**config.mk**
```make
export PLATFORM = sky130hd
export DESIGN_NAME = vdp_dotclk_gen
export DESIGN_NICKNAME = d
export VERILOG_FILES = /design/src/rtl/vdp_dotclk_gen.sv
export SDC_FILE = /design/constraint.sdc
export NUM_CORES = 1
export LEC_CHECK = 0
export BUFFER_PORTS_ARGS = -buffer_cell sky130_fd_sc_hd__buf_2
export CORE_ASPECT_RATIO = 0.8
export CORE_MARGIN = 10
export CORE_UTILIZATION = 45
export CTS_BUF_LIST = sky130_fd_sc_hd__clkbuf_4 sky130_fd_sc_hd__clkbuf_8
export DETAILED_ROUTE_END_ITERATION = 16
export GPL_TIMING_DRIVEN = 0
export PLACE_DENSITY = 0.67
export SYNTH_ARGS = -nofsm -noshare
export SYNTH_HDL_FRONTEND = slang
export SYNTH_SLANG_ARGS = --single-unit
```
**constraint.sdc**
```tcl
create_clock -name CLK -period 3.88 [get_ports CLK]
set_input_delay 1.164 -clock CLK [delete_from_list [all_inputs] [get_ports CLK]]
set_output_delay 1.164 -clock CLK [all_outputs]
set_load 0.05 [all_outputs]
```
**src/rtl/vdp_dotclk_gen.sv**
```systemverilog
// Dot-clock and timing-enable generator with slot-aligned start and drain-before-switch reconfiguration.
// Optional macro VDP_DOTCLK_RESYNC_CNT_EN builds the RESYNC_CNT reconfiguration counter.
module vdp_dotclk_gen #(
  parameter int unsigned NUM_SRC       = 3,
  parameter int unsigned DIV_W         = 3,
  parameter int unsigned SYNC_MEMORY   = 1,
  parameter int unsigned MEM_PERIOD    = 4,
  parameter int unsigned DRAIN_TIMEOUT = 64
) (
  input  logic                       CLK,
  input  logic                       RESET,
  input  logic [NUM_SRC-1:0]         SRC_EN,
  input  logic [$clog2(NUM_SRC)-1:0] SRC_SEL,
  input  logic [DIV_W-1:0]           DIV,
  input  logic                       RAM_REQ,
  output logic                       MEM_REQ,
  output logic                       CLK_MASTER_EN,
  output logic                       DCLK_EN,
  output logic                       TG_EN,
  output logic [DIV_W-1:0]           DCLK_PHASE,
  output logic                       BUSY,
  output logic [7:0]                 RESYNC_CNT
);

  localparam int unsigned SEL_W = $clog2(NUM_SRC);
  localparam int unsigned TO_W  = $clog2(DRAIN_TIMEOUT + 1);

  typedef enum logic [1:0] {
    ST_SYNC  = 2'd0,
    ST_RUN   = 2'd1,
    ST_DRAIN = 2'd2
  } state_t;

  state_t            state;
  logic [SEL_W-1:0]  active_sel;
  logic [DIV_W-1:0]  active_div;
  logic [SEL_W-1:0]  prev_sel;
  logic [DIV_W-1:0]  prev_div;
  logic [DIV_W-1:0]  cnt;
  logic [TO_W-1:0]   to_cnt;

  logic              req_change_c;
  logic [SEL_W-1:0]  req_sel_c;
  logic              dot_c;
  logic              to_done_c;
  logic              drain_exit_c;

  // Out-of-range source requests fall back to the highest source
  always_comb begin
    req_sel_c = SRC_SEL;
    if (32'(SRC_SEL) >= NUM_SRC) req_sel_c = SEL_W'(NUM_SRC - 1);
  end

  assign CLK_MASTER_EN = SRC_EN[active_sel];
  assign req_change_c  = (SRC_SEL != prev_sel) || (DIV != prev_div);
  assign dot_c         = CLK_MASTER_EN && (cnt == '0);
  assign to_done_c     = (to_cnt == TO_W'(DRAIN_TIMEOUT - 1));
  assign drain_exit_c  = (state == ST_DRAIN) && (dot_c || to_done_c);
  assign DCLK_PHASE    = cnt;

  // Slot strobe source: pass-through from the RAM controller or a local slot counter
  if (SYNC_MEMORY != 0) begin : g_ext_mem
    assign MEM_REQ = RAM_REQ;
  end else begin : g_int_mem
    localparam int unsigned SLOT_W = (MEM_PERIOD > 1) ? $clog2(MEM_PERIOD) : 1;
    logic [SLOT_W-1:0] slot;
    logic              unused_ram_req;
    assign unused_ram_req = RAM_REQ;

    always_ff @(posedge CLK) begin
      if (RESET) begin
        slot    <= '0;
        MEM_REQ <= 1'b0;
      end else begin
        MEM_REQ <= SRC_EN[0] && (slot == SLOT_W'(MEM_PERIOD - 1));
        if (SRC_EN[0]) begin
          slot <= (slot == SLOT_W'(MEM_PERIOD - 1)) ? '0 : slot + SLOT_W'(1);
        end
      end
    end
  end

  // Control FSM: the old configuration keeps counting in DRAIN until a dot boundary or timeout
  always_ff @(posedge CLK) begin
    if (RESET) begin
      state      <= ST_SYNC;
      active_sel <= '0;
      active_div <= '0;
      prev_sel   <= SRC_SEL;
      prev_div   <= DIV;
      cnt        <= '0;
      to_cnt     <= '0;
      DCLK_EN    <= 1'b0;
      TG_EN      <= 1'b0;
      BUSY       <= 1'b1;
    end else begin
      prev_sel <= SRC_SEL;
      prev_div <= DIV;
      DCLK_EN  <= 1'b0;
      case (state)
        ST_SYNC: begin
          TG_EN <= 1'b0;
          BUSY  <= 1'b1;
          if (req_change_c) begin
            active_sel <= req_sel_c;
            active_div <= DIV;
          end else if (MEM_REQ) begin
            state <= ST_RUN;
            cnt   <= active_div;
            TG_EN <= 1'b1;
            BUSY  <= 1'b0;
          end
        end
        ST_RUN, ST_DRAIN: begin
          if (CLK_MASTER_EN) begin
            if (cnt == '0) begin
              DCLK_EN <= 1'b1;
              cnt     <= active_div;
            end else begin
              cnt <= cnt - DIV_W'(1);
            end
          end
          if (state == ST_RUN) begin
            if (req_change_c) begin
              state  <= ST_DRAIN;
              BUSY   <= 1'b1;
              to_cnt <= '0;
            end
          end else if (drain_exit_c) begin
            state      <= ST_SYNC;
            TG_EN      <= 1'b0;
            active_sel <= req_sel_c;
            active_div <= DIV;
          end else begin
            to_cnt <= to_cnt + TO_W'(1);
          end
        end
        default: state <= ST_SYNC;
      endcase
    end
  end

`ifdef VDP_DOTCLK_RESYNC_CNT_EN
  logic [6:0] resync_num;
  logic       resync_to;

  // Bits 6:0 count completed drains (saturating), bit 7 remembers any timeout exit
  always_ff @(posedge CLK) begin
    if (RESET) begin
      resync_num <= '0;
      resync_to  <= 1'b0;
    end else if (drain_exit_c) begin
      if (resync_num != 7'h7f) resync_num <= resync_num + 7'd1;
      if (to_done_c && !dot_c) resync_to <= 1'b1;
    end
  end

  assign RESYNC_CNT = {resync_to, resync_num};
`else
  assign RESYNC_CNT = 8'h00;
`endif

endmodule

```
==> flow_summary.yaml <==
drt:
  routed.top_layer: "met4"
  num_vias: 1247
  first_pass_iters: 4
  wl_per_cell_um: 13.8
  via_per_inst: 5.35
  dr_wl_met3_um: 200
  dr.first_iter.drc_count: 99
  ant_nets: 0
  drt-met1-wl_mm: 1.59
  routed-wl-met2_mm: 1.42
  wl_mm: 3.22
  drc: 0
logic_synthesis:
  syn-cell-area_um2: 1460
  synth_edf_count: 0
  yosys_register_bits: 25
  synth_flop_cell: "dfxtp_1"
  ys_seq_area_frac: 0.344
  ys_async_sr_fraction: 0
  synth_cells: 165
  avgSynthCellArea_um2: 8.83
  yosysWarnings: 0
  ys_types: 45
cells_and_area:
  final_common_cell: "dfxtp_1"
  final_cell_mix: "dfxtp_1 (25), nand2_1 (20), buf_2 (17)"
  num_antenna_cells: 0
  drive_gt1_frac: 0.197
  postLayoutCellArea_um2: 1660
  synthToLayoutAreaGrowth_pct: 14.3
  nNetsFinal: 213
worst_setup_path:
  path_class: "input port to primary output"
  critPathCaptureType: "primary output"
  critPathArrivalTime_ns: 1.93
  start_kind: "input port"
  max_stage_delay_ns: 0.33
  worst-path-max-fanout: 4
  worst_ep_required_time_ns: 2.72
  path_common_cell: "buf_2"
  cp_slowest_cell: "buf_2"
  crit_chain: "buf_2, mux2i_1, o21ai_1, buf_2"
  reg2reg_slack_ns: 1.79
clock_network:
  cts_resized: 0
  clock_sinks: 25
  clockBufferDepth: 2
  htreeDepth: 1
  cts_setup_buffers: 0
  cts_buffers: 3
  clk_pin_slew_worst_paths_ns: 0.08
  root_buffer: "clkbuf_8"
  cts_hold_buffers: 0
  cts_tree: "built"
  insertion_delay_ns: 0.27
floorplanning:
  ios: 27
  fp.dieW_um: 83.6
  initial_utilization: 0.469
  die_h_um: 70.9
  core.rowCount: 18
  core-area_um2: 3110
  die_area_um2: 5930
power_and_ir_drop:
  leakagePower_nw: 0.714
  ir_drop_mv: 0.282
  power_density_nw_per_um2: 514
  power.total_mw: 0.855
sta:
  fin_worst_skew_ns: 0.00345
  tightest_slew_ns: 0.524
  rsz0062_at_grt: "no"
  final_hold_viol_count: 0
  post-route-min-period_ns: 3.09
  fin_crit_sh: 0.798
  finalSetupTns_ns: 0
  slew_headroom: 0.651
  slew_viol_final: 0
  setup_violations: 0
  fmax_mhz: 323
placement:
  gp_congestion: 0.845
  place_hpwl_mm: 2.55
  placed_area_um2: 1620
  io_buffers: 17
outcome:
  status: "finished clean"
grt:
  grt_pass1_wl_mm: 5.55
  antenna_found_initial: 0
  grt_max_degree: 15
  grt_pass1_vias: 1179
  gr-usage-all-layers: 0.109
  overflow: 0
worst_hold_path:
  hp-class: "flop to flop"
run:
  maxCapViolCount: 0
## registers in the layout, summed over array words and instances (netlist names)
name and count:
active_div 3, prev_sel 2, state 2, DCLK_PHASE 3, BUSY 1, active_sel 2, DCLK_EN 1, prev_div 3
to_cnt 7, TG_EN 1
## cells by family after synthesis
kind of cell,count (synthesis),synth area share
and+or+nand+nor,59,0.222
AOI/OAI and AO/OA,35,0.185
DFF,25,0.344
buffers and inverters,22,0.0799
muxes,10,0.0687
adders and majority gates,8,0.0687
xor gates and xnor gates,5,0.0301
other,1,0.00257
## final cells by class
type | instances | area, um2
tap | 40 | 50.0
clock inverter | 1 | 5.00
buffer | 13 | 82.6
timing repair buffer | 17 | 85.1
inverter | 9 | 33.8
clock buffer | 3 | 41.3
fill | 285 | 1440
sequential | 25 | 500
multi-input combinational | 125 | 866
## critical path, delay by kind of cell
kind / cells / cell delay, ns
compound gates: 1 / 0.28
buf+inv: 2 / 0.40
mux: 1 / 0.08
## path summary, 6_finish.rpt
kind,from,endpoint,cells after the start
setup / recovery,SRC_EN[2],CLK_MASTER_EN,4
hold / removal,active_div[0],active_div[0],2
setup reg to reg,state[0],active_div[1],7
hold reg to reg,active_div[0],active_div[0],2
## power breakdown
group | internal (mW) | switching (mW) | leakage [nW] | total [mW]
clock | 0.0719 | 0.0815 | 0.0255 | 0.153
sequential | 0.292 | 0.0319 | 0.205 | 0.324
combinational | 0.143 | 0.234 | 0.484 | 0.377
## stage by stage
step | instances | utilization | hold slack, ns | worst slack, ns
global placement | 229 | 0.521 | 0.450 | 0.824
floorplan | 172 | - | 0.434 | 0.686
global route | 233 | 0.535 | 0.507 | 0.735
finish | 233 | 0.535 | 0.476 | 0.786
detailed placement | 229 | 0.521 | 0.456 | 0.800
CTS | 233 | 0.535 | 0.470 | 0.798
## routing by layer
metal  GRT usage  vias up
li1            -      636
met1       0.144      576
met2       0.163       33
met3      0.0435        2
met4      0.0204        0
met5           0        -
## Yosys cell counts (3+ instances only)
cell      number  area share
dfxtp_1       25        0.34
inv_1          9       0.023
o21ai_1        4       0.014
clkbuf_1       3      0.0077
nand3_1       11       0.038
o21ai_0        3       0.010
buf_4          9       0.046
mux2i_1       10       0.069
nand4_1        3       0.013
xnor2_1        5       0.030
nand2_1       20       0.052
a21oi_1        7       0.024
nor2_1         7       0.018
nand3b_1       3       0.015
ha_1           8       0.069
Note: power is estimated with default switching activity, not from simulation.
